[config.mk]
export PLATFORM = sky130hd
export DESIGN_NAME = fifo_rd_drain_flat
export DESIGN_NICKNAME = d
export VERILOG_FILES = /design/src/rtl/fifo_rd_drain_pkg.sv /design/src/rtl/fifo_rd_drain_if.sv /design/src/rtl/fifo_rd_drain_skid_buf.sv /design/src/rtl/fifo_rd_drain.sv /design/src/flat_wrapper.sv
export SDC_FILE = /design/constraint.sdc
export NUM_CORES = 1
export LEC_CHECK = 0
export CAP_MARGIN = 20
export CORE_ASPECT_RATIO = 0.8
export CORE_MARGIN = 1
export CORE_UTILIZATION = 40
export CTS_BUF_LIST = sky130_fd_sc_hd__clkbuf_16
export DETAILED_ROUTE_END_ITERATION = 7
export DONT_BUFFER_PORTS = 1
export GPL_ROUTABILITY_DRIVEN = 1
export HOLD_SLACK_MARGIN = 0.08
export PLACE_DENSITY_LB_ADDON = 0.3
export SYNTH_ARGS = -nofsm -noshare
export SYNTH_HDL_FRONTEND = slang
export SYNTH_SLANG_ARGS = --single-unit
export TNS_END_PERCENT = 20
[constraint.sdc]
create_clock -name rd_clk -period 2.8 [get_ports rd_clk]
set_clock_uncertainty 0.2 [all_clocks]
set_input_delay 0.42 -clock rd_clk [delete_from_list [all_inputs] [get_ports rd_clk]]
set_output_delay 0.42 -clock rd_clk [all_outputs]
set_load 0.02 [all_outputs]
[src/rtl/fifo_rd_drain_pkg.sv]
// fifo_pkg: shared constants and types for the FIFO read-side drain.
package fifo_pkg;

    localparam int DEF_DATA_W    = 16;
    localparam int DEF_FRAME_LEN = 64;
    localparam int DEF_CNT_W     = 16;

    // Output buffer depth: one entry for the word in flight, one for the
    // word being presented downstream.
    localparam int BUF_DEPTH = 2;
    localparam int PTR_W     = $clog2(BUF_DEPTH);
    localparam int OCC_W     = $clog2(BUF_DEPTH + 1);

    typedef enum logic [0:0] {
        ST_DATA = 1'b0,
        ST_CSUM = 1'b1
    } state_e;

endpackage

[src/rtl/fifo_rd_drain_if.sv]
// fifo_rd_drain_if: FIFO read port plus the framed valid/ready output stream.
// master = the drain (pops the FIFO, drives the stream), slave = its environment.
interface fifo_rd_drain_if #(
    parameter int DATA_W = fifo_pkg::DEF_DATA_W,
    parameter int CNT_W  = fifo_pkg::DEF_CNT_W
);
    logic [DATA_W-1:0] fifo_rd_data;
    logic              fifo_empty;
    logic              fifo_rd_en;
    logic [DATA_W-1:0] out_data;
    logic              out_valid;
    logic              out_ready;
    logic              out_last;
    logic [CNT_W-1:0]  frames_done;

    modport master (
        input  fifo_rd_data, fifo_empty, out_ready,
        output fifo_rd_en, out_data, out_valid, out_last, frames_done
    );

    modport slave (
        output fifo_rd_data, fifo_empty, out_ready,
        input  fifo_rd_en, out_data, out_valid, out_last, frames_done
    );
endinterface

[src/rtl/fifo_rd_drain_skid_buf.sv]
// fifo_skid_buf: 2-entry FIFO-ordered buffer absorbing the FIFO read latency.
// Simultaneous push and pop are allowed; the caller guarantees no overflow
// (credit) and no underflow (pop only while occ>0).
module fifo_skid_buf
    import fifo_pkg::*;
#(
    parameter int DATA_W = DEF_DATA_W
) (
    input  logic              clk,
    input  logic              rst_n,
    input  logic              push,
    input  logic [DATA_W-1:0] push_data,
    input  logic              pop,
    output logic [DATA_W-1:0] head,
    output logic [OCC_W-1:0]  occ
);

    logic [DATA_W-1:0] mem [BUF_DEPTH];
    logic [PTR_W-1:0]  wr_ptr;
    logic [PTR_W-1:0]  rd_ptr;

    // Storage, pointers and occupancy; reset clears the contents so the head
    // word reads as zero out of reset.
    always_ff @(posedge clk or negedge rst_n) begin
        if (!rst_n) begin
            for (int i = 0; i < BUF_DEPTH; i++) mem[i] <= '0;
            wr_ptr <= '0;
            rd_ptr <= '0;
            occ    <= '0;
        end else begin
            if (push) begin
                mem[wr_ptr] <= push_data;
                wr_ptr      <= wr_ptr + PTR_W'(1);
            end
            if (pop) rd_ptr <= rd_ptr + PTR_W'(1);
            occ <= occ + OCC_W'(push) - OCC_W'(pop);
        end
    end

    assign head = mem[rd_ptr];

endmodule

[src/rtl/fifo_rd_drain.sv]
// fifo_rd_drain: read-domain consumer of the async FIFO. Pops on credit,
// buffers through fifo_skid_buf, emits a framed valid/ready stream.
// Optional feature: define FIFO_DRAIN_CHECKSUM_EN to append a per-frame
// modulo-2^DATA_W checksum word (carrying out_last) after every FRAME_LEN words.
module fifo_rd_drain
    import fifo_pkg::*;
#(
    parameter int DATA_W    = DEF_DATA_W,
    parameter int FRAME_LEN = DEF_FRAME_LEN,
    parameter int CNT_W     = DEF_CNT_W
) (
    input  logic            rd_clk,
    input  logic            rd_rst_n,
    fifo_rd_drain_if.master bus
);

    localparam int              WC_W    = (FRAME_LEN > 1) ? $clog2(FRAME_LEN) : 1;
    localparam logic [WC_W-1:0] WC_LAST = WC_W'(FRAME_LEN - 1);

    logic [OCC_W-1:0]  occ;
    logic [DATA_W-1:0] head;
    logic              inflight;
    logic              xfer;
    logic              pop;
    logic [2:0]        used;
    logic [WC_W-1:0]   wcnt;
    logic [CNT_W-1:0]  frames_q;

    fifo_skid_buf #(.DATA_W(DATA_W)) u_buf (
        .clk       (rd_clk),
        .rst_n     (rd_rst_n),
        .push      (inflight),
        .push_data (bus.fifo_rd_data),
        .pop       (pop),
        .head      (head),
        .occ       (occ)
    );

    assign xfer = bus.out_valid && bus.out_ready;

    // Credit: slots committed after this edge = buffered + in flight - leaving.
    // pop implies occ>0, so the subtraction cannot wrap. Gated by rd_rst_n so
    // no pop is requested while the FIFO read side is held in reset.
    assign used           = 3'(occ) + 3'(inflight) - 3'(pop);
    assign bus.fifo_rd_en = rd_rst_n && !bus.fifo_empty && (used < 3'(BUF_DEPTH));

    // Remembers an accepted pop so its data is written into the buffer next edge.
    always_ff @(posedge rd_clk or negedge rd_rst_n) begin
        if (!rd_rst_n) inflight <= 1'b0;
        else           inflight <= bus.fifo_rd_en;
    end

    assign bus.frames_done = frames_q;

`ifdef FIFO_DRAIN_CHECKSUM_EN
    state_e            state;
    logic [DATA_W-1:0] csum;

    assign bus.out_valid = (state == ST_CSUM) || (occ != '0);
    assign bus.out_data  = (state == ST_CSUM) ? csum : head;
    assign bus.out_last  = (state == ST_CSUM);
    assign pop           = xfer && (state == ST_DATA);

    // Framing FSM: count data words and accumulate their sum, then spend one
    // output cycle on the checksum word; frame completes on its transfer.
    always_ff @(posedge rd_clk or negedge rd_rst_n) begin
        if (!rd_rst_n) begin
            state    <= ST_DATA;
            wcnt     <= '0;
            csum     <= '0;
            frames_q <= '0;
        end else if (xfer) begin
            case (state)
                ST_DATA: begin
                    csum <= csum + head;
                    if (wcnt == WC_LAST) begin
                        wcnt  <= '0;
                        state <= ST_CSUM;
                    end else begin
                        wcnt <= wcnt + WC_W'(1);
                    end
                end
                default: begin
                    state    <= ST_DATA;
                    csum     <= '0;
                    frames_q <= frames_q + CNT_W'(1);
                end
            endcase
        end
    end
`else
    assign bus.out_valid = (occ != '0);
    assign bus.out_data  = head;
    assign bus.out_last  = (wcnt == WC_LAST);
    assign pop           = xfer;

    // Framing counter: the FRAME_LEN-th data word carries out_last and
    // completes the frame on its transfer.
    always_ff @(posedge rd_clk or negedge rd_rst_n) begin
        if (!rd_rst_n) begin
            wcnt     <= '0;
            frames_q <= '0;
        end else if (xfer) begin
            if (wcnt == WC_LAST) begin
                wcnt     <= '0;
                frames_q <= frames_q + CNT_W'(1);
            end else begin
                wcnt <= wcnt + WC_W'(1);
            end
        end
    end
`endif

endmodule
[src/flat_wrapper.sv]
// flat-port wrapper written by rule: the top's interface ports become plain ports
module fifo_rd_drain_flat import fifo_pkg::*;
#(
    parameter int DATA_W    = DEF_DATA_W,
    parameter int FRAME_LEN = DEF_FRAME_LEN,
    parameter int CNT_W     = DEF_CNT_W
)
  (rd_clk, rd_rst_n, bus_fifo_rd_data, bus_fifo_empty, bus_out_ready, bus_fifo_rd_en, bus_out_data, bus_out_valid, bus_out_last, bus_frames_done);
  fifo_rd_drain_if #(.DATA_W(DATA_W), .CNT_W(CNT_W)) bus_i ();
  input  logic rd_clk;
  input  logic rd_rst_n;
  input wire logic [$bits(bus_i.fifo_rd_data)-1:0] bus_fifo_rd_data;
  input wire logic [$bits(bus_i.fifo_empty)-1:0] bus_fifo_empty;
  input wire logic [$bits(bus_i.out_ready)-1:0] bus_out_ready;
  output wire logic [$bits(bus_i.fifo_rd_en)-1:0] bus_fifo_rd_en;
  output wire logic [$bits(bus_i.out_data)-1:0] bus_out_data;
  output wire logic [$bits(bus_i.out_valid)-1:0] bus_out_valid;
  output wire logic [$bits(bus_i.out_last)-1:0] bus_out_last;
  output wire logic [$bits(bus_i.frames_done)-1:0] bus_frames_done;
  assign bus_i.fifo_rd_data = bus_fifo_rd_data;
  assign bus_i.fifo_empty = bus_fifo_empty;
  assign bus_i.out_ready = bus_out_ready;
  assign bus_fifo_rd_en = bus_i.fifo_rd_en;
  assign bus_out_data = bus_i.out_data;
  assign bus_out_valid = bus_i.out_valid;
  assign bus_out_last = bus_i.out_last;
  assign bus_frames_done = bus_i.frames_done;
  fifo_rd_drain #(.DATA_W(DATA_W), .FRAME_LEN(FRAME_LEN), .CNT_W(CNT_W)) u_core (.rd_clk(rd_clk), .rd_rst_n(rd_rst_n), .bus(bus_i));
endmodule
Word level (Yosys, flattened, before mapping)
Cells that the tools add are included.

Register bits: 59. Input port bits: 20. Output and inout bits: 35. Logic and storage cells: 37.

$add $sub $neg: 8. Magnitude comparators: 4. Equal/unequal tests: 1. Mux-type cells: 7. Bitwise logic cells: 2. Reductions and logical operators: 7.

Operator list (number): $mux W16 (4); $bwmux W32 (1); $add A16 B1 Y16 const B (1); $demux W16 S1 (1); $add A6 B1 Y6 const B (1); $eq A6 B6 Y1 const B (1); $mux W6 (1); $ge A2 B2 Y1 const B (2); $logic_and A1 B1 Y1 (4); $not A1 Y2 (2); $add A2 B1 Y3 (1); $lt A3 B2 Y1 const B (1); $sub A3 B1 Y3 (1); $add A1 B1 Y1 const B (2); $add A2 B1 Y2 (1); $lt A2 B1 Y1 const B (1); $reduce_and A2 Y1 (1); $reduce_bool A2 Y1 (1); $sub A2 B1 Y2 (1); $logic_not A1 Y1 (1).

Logic depth before layout (Yosys ltp)
Gate-level depths: netlist (run 1).

Depth after elaboration: 6. Gate-level depth with buffers: 8. Mapped depth without buffers: 8.

Cells and area by module
From an unflattened synthesis (run 1), not the netlist that was laid out.

Cells, all modules: 198. Area total of the unflattened synthesis: 2741.4 um^2.

Modules (own cells, without submodules): fifo_skid_buf (instances 1, cells each 99, area an instance 1611.5 um^2, seq. area each 900.9 um^2); fifo_rd_drain (instances 1, cells each 99, area an instance 1129.8 um^2, seq. area each 575.6 um^2).

Worst setup path after synthesis (run 1)
No wires, ideal clock.

Kind: flip-flop to output port. Start point: register u_core.u_buf.occ[1]. End point: output port bus_fifo_rd_en. Arrival time: 2.668 ns. Data required time: 2.180 ns. Slack: -0.488 ns. Stages on the path, launching flop included: 9. Buffers on the path: 0. Cell sequence: dfrtp_1 or2_2 and2_0 nand2b_1 nand2_1 ha_1 fa_1 xnor2_1 nor4b_1.

Word-level cells in the longest chain between the ends: 5. Elaborated cells between the ends (all ways): 6. Those cells by class: add/sub (2); order compare (1); reduce/logical (3).

Ends and longest elaborated chain: start, declared (RTL line fifo_rd_drain_skid_buf.sv:15) `output logic [OCC_W-1:0] occ`; start signal, assigned (RTL line fifo_rd_drain_skid_buf.sv:36) `occ <= occ + OCC_W'(push) - OCC_W'(pop);`; $reduce_bool A2 Y1 (RTL line fifo_rd_drain.sv:92) `assign bus.out_valid = (occ != '0);`; named net bus_out_valid (RTL line flat_wrapper.sv:17) `output wire logic [$bits(bus_i.out_valid)-1:0] bus_out_valid;`; $logic_and A1 B1 Y1 (RTL line fifo_rd_drain.sv:39) `assign xfer = bus.out_valid && bus.out_ready;`; $sub A3 B1 Y3 (RTL line fifo_rd_drain.sv:44) `assign used = 3'(occ) + 3'(inflight) - 3'(pop);`; $lt A3 B2 Y1 (RTL line fifo_rd_drain.sv:45) `assign bus.fifo_rd_en = rd_rst_n && !bus.fifo_empty && (used < 3'(BUF_DEPTH));`; $logic_and A1 B1 Y1 (RTL line fifo_rd_drain.sv:45); end, declared (RTL line flat_wrapper.sv:15) `output wire logic [$bits(bus_i.fifo_rd_en)-1:0] bus_fifo_rd_en;`.

The timed path passes the listed nets, and every way through them passes these cells.

Worst setup path in the final report (run 1)
Start point: register u_core.u_buf.occ[1]. End point: output port bus_fifo_rd_en.

Word-level cells in the longest chain between the ends: 5. Elaborated cells between the ends (all ways): 6. Those cells by class: add/sub (2); order compare (1); reduce/logical (3).

Ends and longest elaborated chain: parallel branches: the longest is 2 deep, another holds $add A2 B1 Y3; $sub A3 B1 Y3 * (RTL line fifo_rd_drain.sv:44); named net u_core.used[1] (RTL line fifo_rd_drain.sv:25) `logic [2:0] used;`; $lt A3 B2 Y1 * (RTL line fifo_rd_drain.sv:45); $logic_and A1 B1 Y1 * (RTL line fifo_rd_drain.sv:45).

Mark *: on every way through the listed nets, which the timed path passes.

==> impl_results.md, run 1 <==
* Layout cell share with drive strength beyond 1 at a little over a third
* Syn_area_per_cell at 13.1 sq um
* Placement Setup Slack at ~0.016 ns
* Hold/Removal Path Class: in2reg
* Kind of critical path: reg2out
* CTS sink cnt at 59
* CP top delay family: simple AND/OR/NAND/NOR gates
* Final worst-path cycle share at 104%
* WL per Instance at ~16 microns
* Die width at 93.1 microns
* DRC viols at 0
* Final Max Slew Viols at 0
* Static Leak at around 1.5 nW
* Die area at about 7000 sq um
* Switching power total at 1.23 mW
* Layout Nets at between 200 and 300
* Area Growth Syn to Fin at 26.9%
* Row count at 26
* Die Ht at between 70 and 80 microns
* Routed Wire Length at 5.13 mm
* Most frequent cells in the layout: dfrtp_1, mux2_2, dlygate4sd3_1
* Critical Path Fanout Max at 2
* Post-synth ARST share at between 90% and 100%
* Hold path start: bus_out_ready
* WP data arrival at 2.30 ns
* Failing checks: negative setup slack
* Synth warnings at 0
* Slew headroom at 50.8%
* Top FF cell, synth: dfrtp_1
* Clock tree buffer depth at 2
* DP Wirelength at 3.12 mm
* Bufs and invs on worst path at 0
* VDD IR max at ~0.00038 V
* Initial antenna violation count at 0
* Final setup viols at 1
* Cells after Synth at roughly 200
* Via-per-instance ratio at about 5
* Largest net degree at the start of global routing at 60
* Syn_nets at ~230
* Critical Path Sink Type: primary output
* Initial Util at between 40% and 50%
* Core Area at between 6000 and 7000 sq um
* EDFF count, synth at 0
* Worst slew pin tran at ~0.74 ns
* Max-Cap Viols at 0
* CP startpoint kind: flop
* Fillers at roughly 560
* Placed inst area at 2790 sq um
* Status: finished with violations
* H-tree levels at 3
* Antenna Cells at 0
* Clk root buf: clkbuf_16
* Port bufs at 0
* CP max stage delay at between 0.4 and 0.5 ns
* FF+latch count, synth at 59
* F_max at 0.342 GHz
* First-pass GRT wire length at between 8 and 9 mm
* CP required at 2.18 ns
* DRT Pass-1 Iters at 4
* Worst Setup SP: u_core.u_buf.occ[1]
* Worst-path clk slew at about 0.050 ns
* Worst Slack Setup Final at -0.122 ns
* Final Hold Vio Count at 0
* Sequential share of power at between 30% and 40%
* Most common cell after layout, fill and taps aside: dfrtp_1
* Clk network pwr share at between 20% and 30%
* GRT Resource Usage Total at between 10% and 20%
* I/O Pins at between 50 and 60
* Routability cong. at slightly below 0.8
* WHS at roughly 0.19 ns
* Cell area power density at approximately 1100 nW/um^2
* Netlist Area Pre-Place at roughly 2700 sq um
* Vias at between 1500 and 2000
* Period minus WS final at 2.92 ns
* Clock latency at the later pin of the worst-skew pair at ~0.33 ns
* Sequential cell area fraction in the yosys report at a little under three fifths
* Post-DRT Antenna Nets at 0
* Cell internal pwr at 2.60 mW
* Slowest cell on the critical path: fa_2
* CP cell instances: or2_4, and2_4, nand2b_4, nand2_4, ha_4, fa_2, nor4b_4
* Remaining global-route overflow at 0
* CTS tree: built
* Reg-to-Reg Start: u_core.u_buf.occ[1]
* Switch share at around 32%
* Cts bufs inserted at 9
* Comb pwr share at 33.9%
* Design Area, Final at ~3400 sq um
* Synth cell types at 32
* Number of global-route vias before repair at about 1700
* RSZ-0062 raised after global routing: true
* DR iter-0 viols at 50
-- path summary, 6_finish.rpt --
| check | depth (start not counted) | endpoint | slack, ns |
|---|---|---|---|
| max | 7 | bus_fifo_rd_en | -0.12 |
| max in group asynchronous | 2 | u_core.bus.frames_done[9] | 1.64 |
| min reg2reg | 1 | u_core.u_buf.wr_ptr | 0.30 |
| max reg2reg | 7 | u_core.inflight | 0.47 |
| min | 3 | u_core.u_buf.rd_ptr | 0.19 |
| min in group asynchronous | 2 | u_core.u_buf.mem[31] | 0.50 |
-- per-stage QoR --
| step | std cells | total power [mW] | setup TNS (ns) | utilization, % |
|---|---|---|---|---|
| after detailed placement | 285 | 2.56 | 0 | 43.6 |
| final | 323 | 3.83 | -0.122 | 52.6 |
| after floorplan | 202 | 2.34 | 0 | - |
| after global routing | 323 | 4.05 | -0.200 | 52.6 |
| after global placement | 285 | 2.52 | 0 | 43.6 |
| after CTS | 323 | 3.88 | -0.111 | 52.6 |
-- worst min-delay path, delay by kind of cell --
kind	cells	cell delay, ns
xor gates and xnor gates	1	0.06
AOI/OAI and AO/OA	1	0.05
buffers and inverters	1	0.15
-- per-layer routing --
| layer | vias to the layer above | share of wire, % | global-route usage, % |
|---|---|---|---|
| met1 | 790 | 46 | 19.9 |
| li1 | 778 | - | - |
| met3 | 8 | 6.8 | 8.48 |
| met4 | 0 | 1.2 | 5.81 |
| met2 | 50 | 46 | 25.7 |
| met5 | - | 0 | 0 |
-- state kept, by name, summed over array words and instances (netlist names) --
name                    cells
u_core.inflight             1
u_core.u_buf.wr_ptr         1
u_core.u_buf.occ            2
u_core.bus.frames_done     16
u_core.u_buf.rd_ptr         1
u_core.wcnt                 6
u_core.u_buf.mem           32
-- Yosys cell counts, types with 2 or more instances --
| master | number | area, sq um |
|---|---|---|
| nor4_1 | 5 | 31.3 |
| clkbuf_1 | 3 | 11.3 |
| nand3_1 | 7 | 35.0 |
| nand4_1 | 3 | 18.8 |
| or3_1 | 3 | 18.8 |
| nor3_1 | 4 | 20.0 |
| xor2_1 | 10 | 87.6 |
| mux2_2 | 48 | 541 |
| ha_1 | 3 | 37.5 |
| buf_1 | 2 | 7.51 |
| inv_1 | 4 | 15.0 |
| a21oi_1 | 2 | 10.0 |
| nand2_1 | 15 | 56.3 |
| dfrtp_1 | 59 | 1480 |
| nor2_1 | 3 | 11.3 |
| xnor2_1 | 10 | 87.6 |
| o21ai_0 | 3 | 15.0 |
| or2_2 | 2 | 12.5 |
| nor4_2 | 2 | 25.0 |
| buf_2 | 2 | 10.0 |
-- logic make-up after synthesis --
logic type / after synthesis / share of synthesized area [%]
flip-flops: 59 / 55.6
adder cells (fa/ha/maj): 4 / 2.17
XOR/XNOR: 20 / 6.60
AO/OA/AOI/OAI: 7 / 1.56
AND/OR/NAND/NOR: 51 / 11.2
multiplexers: 49 / 20.8
buffers and inverters: 12 / 2.07
-- cell type report --
class	instances	area (sq um)	share of cell area (%)
Sequential cell	59	1480	43.8
Clock buffer	9	225	6.69
Timing Repair Buffer	29	283	8.40
Multi-Input combinational cell	131	1180	35.0
Clock inverter	7	83.8	2.49
Inverter	4	15.0	0.446
Tap cell	84	105	3.12
-- power groups by stage --
stage / logic, mW / registers, mW / clock network [mW]
5_1_grt: 1.39 / 1.44 / 1.21
3_5_place_dp: 1.15 / 1.41 / 0
3_3_place_gp: 1.13 / 1.39 / 0
6_report: 1.30 / 1.40 / 1.14
4_1_cts: 1.31 / 1.39 / 1.17
2_1_floorplan: 1.02 / 1.32 / 0
-- what timing repair did --
| item | 4_1_cts | 5_1_grt |
|---|---|---|
| cloned | 0 | 0 |
| resized for setup | 7 | 0 |
| hold buffers | 19 | 0 |
| endpoints found under the hold margin | 92 | 0 |
| endpoints found under the setup margin | 1 | 1 |
| pin swaps | 5 | 0 |
| setup buffers | 3 | 0 |
Note: power is estimated with default switching activity, not from simulation.
==> inputs of run 2 (changes only) <==
Settings changed: CELL_PAD_IN_SITES_DETAIL_PLACEMENT set to 1, CELL_PAD_IN_SITES_GLOBAL_PLACEMENT set to 1, CORE_MARGIN 1 to 1.5, SETUP_SLACK_MARGIN set to 0.15.
==> run 2 against run 1 <==
Hold slack got worse by 0.097 ns. Critical path depth up 1. Combinational power about the same. Wire length is 12% higher. Core utilization grew 0.14 points. Critical path type unchanged. The flow still finishes with violations (negative setup slack). Non-clock buffer count is 2 lower. Sequential share of layout area fell by 0.11 points. Count of clock-buffer cells in the layout stayed put.
==> impl_results.md, run 2 (synthesized netlist as in run 1, its figures left out) <==
* Routability cong. at 0.781
* Clk root buf: clkbuf_16
* Via-per-instance ratio at approximately 5
* Layout Nets at ~260
* WL met1 at ~2.4 mm
* WL per Instance at ~18 microns
* Critical Path Sink Type: primary output
* Clock latency at the later pin of the worst-skew pair at just over 0.3 ns
* Most flops, register: u_core.u_buf.mem
* H-tree levels at 3
* Multi-input gate area at between 1000 and 1500 sq um
* Initial Util at 41.4%
* Switching power total at ~1.2 mW
* Cell area power density at 1160 nW/um^2
* Placement Setup Slack at between 0.01 and 0.015 ns
* Largest net degree at the start of global routing at 60
* Die area at around 7100 sq um
* Core Area at 6410 sq um
* CTS sink cnt at 59
* Post-DRT Antenna Nets at 0
* DRT Pass-1 Iters at 3
* Row count at 26
* Most frequent cells in the layout: dfrtp_1, mux2_2, dlygate4sd3_1
* Final Hold Vio Count at 0
* DP Wirelength at around 3.8 mm
* Comb pwr share at approximately a third
* I/O Pins at 55
* Number of global-route vias before repair at 1834
* Die Ht at 75.9 microns
* Design Area, Final at 3380 sq um
* Status: finished with violations
* CP required at 2.18 ns
* Worst slew pin tran at roughly 0.76 ns
* Slew headroom at 49.0%
* Placed inst area at between 2000 and 3000 sq um
* Vias at 1652
* Clk network pwr share at 31.0%
* Met2 Routed Length at approximately 3 mm
* Cell internal pwr at about 2.7 mW
* VDD IR max at between 0.0006 and 0.0007 V
* WP data arrival at 2.31 ns
* Worst Slack Setup Final at -0.133 ns
* Antenna Cells at 0
* Final Max Slew Viols at 0
* Cts bufs inserted at 9
* Switch share at between 30% and 40%
* DR iter-0 viols at 38
* CTS tree: built
* Initial antenna violation count at 0
* Layout cell share with drive strength beyond 1 at a little over a third
* Finished Core Util at 52.7%
* First-pass GRT wire length at ~9.2 mm
* GRT Resource Usage Total at around 17%
* RSZ-0062 raised after global routing: true
* F_max at 0.341 GHz
* Most common cell after layout, fill and taps aside: dfrtp_1
* Kind of critical path: reg2out
* Clock tree buffer depth at 2
* Port bufs at 0
* Period minus WS final at just under 3 ns
* Final worst-path cycle share at 105%
* CP startpoint kind: flop
* Sequential share of power at 36.0%
* DRC viols at 0
* Metal3 WL at roughly 260 microns
* Worst-path clk slew at 0.05 ns
* Final setup viols at 1
* Top sig layer: met4
* Static Leak at ~1.5 nW
* Reg area at between 1000 and 1500 sq um
* Die width at roughly 94 microns
* Hold/Removal Path Class: in2reg
* Failing checks: negative setup slack
* Max-Cap Viols at 0
* Largest register FFs at 32
* Routed Wire Length at roughly 5.7 mm
* WHS at around 0.094 ns
* Critical Path Fanout Max at 2
* Area Growth Syn to Fin at 27.3%
* Remaining global-route overflow at 0
* Fillers at about 630
-- run 2: cell count changes in the layout (fill, tap and decap cells not counted), sizes merged --
cell | before | now
buf | 11 | 9
clkinv | 4 | 3
bufinv | 2 | 3
-- run 2: layer usage --
metal / global-route usage [%] / vias to the layer above
li1: - / 772
met3: 5.49 / 5
met5: 0 / -
met1: 19.7 / 840
met2: 31.4 / 35
met4: 6.97 / 0
-- run 2: power groups by stage --
stage	registers [mW]	clock network, mW	logic (mW)
2_1_floorplan	1.32	0	1.03
3_3_place_gp	1.39	0	1.11
3_5_place_dp	1.43	0	1.16
4_1_cts	1.41	1.24	1.31
5_1_grt	1.46	1.28	1.38
6_report	1.41	1.21	1.29
-- run 2: critical path, cell delays in order, from the launching register on --
cell and delay (ns):
dfrtp_1 0.38, or2_4 0.26, and2_4 0.17, nand2b_4 0.08, nand2_4 0.05, ha_4 0.15, fa_2 0.35, xnor2_2 0.16
nor4b_4 0.39
-- run 2: what timing repair did --
item,CTS,global route
resized for setup,5,0
endpoints found under the setup margin,1,1
endpoints found under the hold margin,92,0
pin swaps,6,0
hold buffers,19,0
buffers inserted,4,0
-- run 2: stage by stage --
| stage | instances | power (mW) | TNS [ns] |
|---|---|---|---|
| after CTS | 321 | 3.96 | -0.144 |
| after global routing | 321 | 4.12 | -0.224 |
| final | 321 | 3.91 | -0.133 |
| after floorplan | 202 | 2.35 | 0 |
| after detailed placement | 282 | 2.59 | 0 |
| after global placement | 282 | 2.50 | 0 |
-- run 2: path summary, 6_finish.rpt --
check                                     from                        end  slack (ns)  depth (start not counted)
setup / recovery           u_core.u_buf.occ[1]             bus_fifo_rd_en       -0.13                          8
min in group asynchronous             rd_rst_n        u_core.u_buf.mem[3]        0.45                          2
max in group asynchronous             rd_rst_n        u_core.u_buf.mem[1]        1.70                          2
setup reg to reg                u_core.wcnt[0]  u_core.bus.frames_done[8]        0.38                          5
hold / removal                        rd_rst_n            u_core.inflight        0.09                          1
hold reg to reg                 u_core.wcnt[4]             u_core.wcnt[4]        0.29                          1
-- run 2: area by class of cell --
type | instances | area share, %
Multi-Input combinational cell | 131 | 34.9
Tap cell | 84 | 3.11
Sequential cell | 59 | 43.7
Clock inverter | 7 | 3.19
Timing Repair Buffer | 27 | 7.93
Inverter | 4 | 0.445
Clock buffer | 9 | 6.67
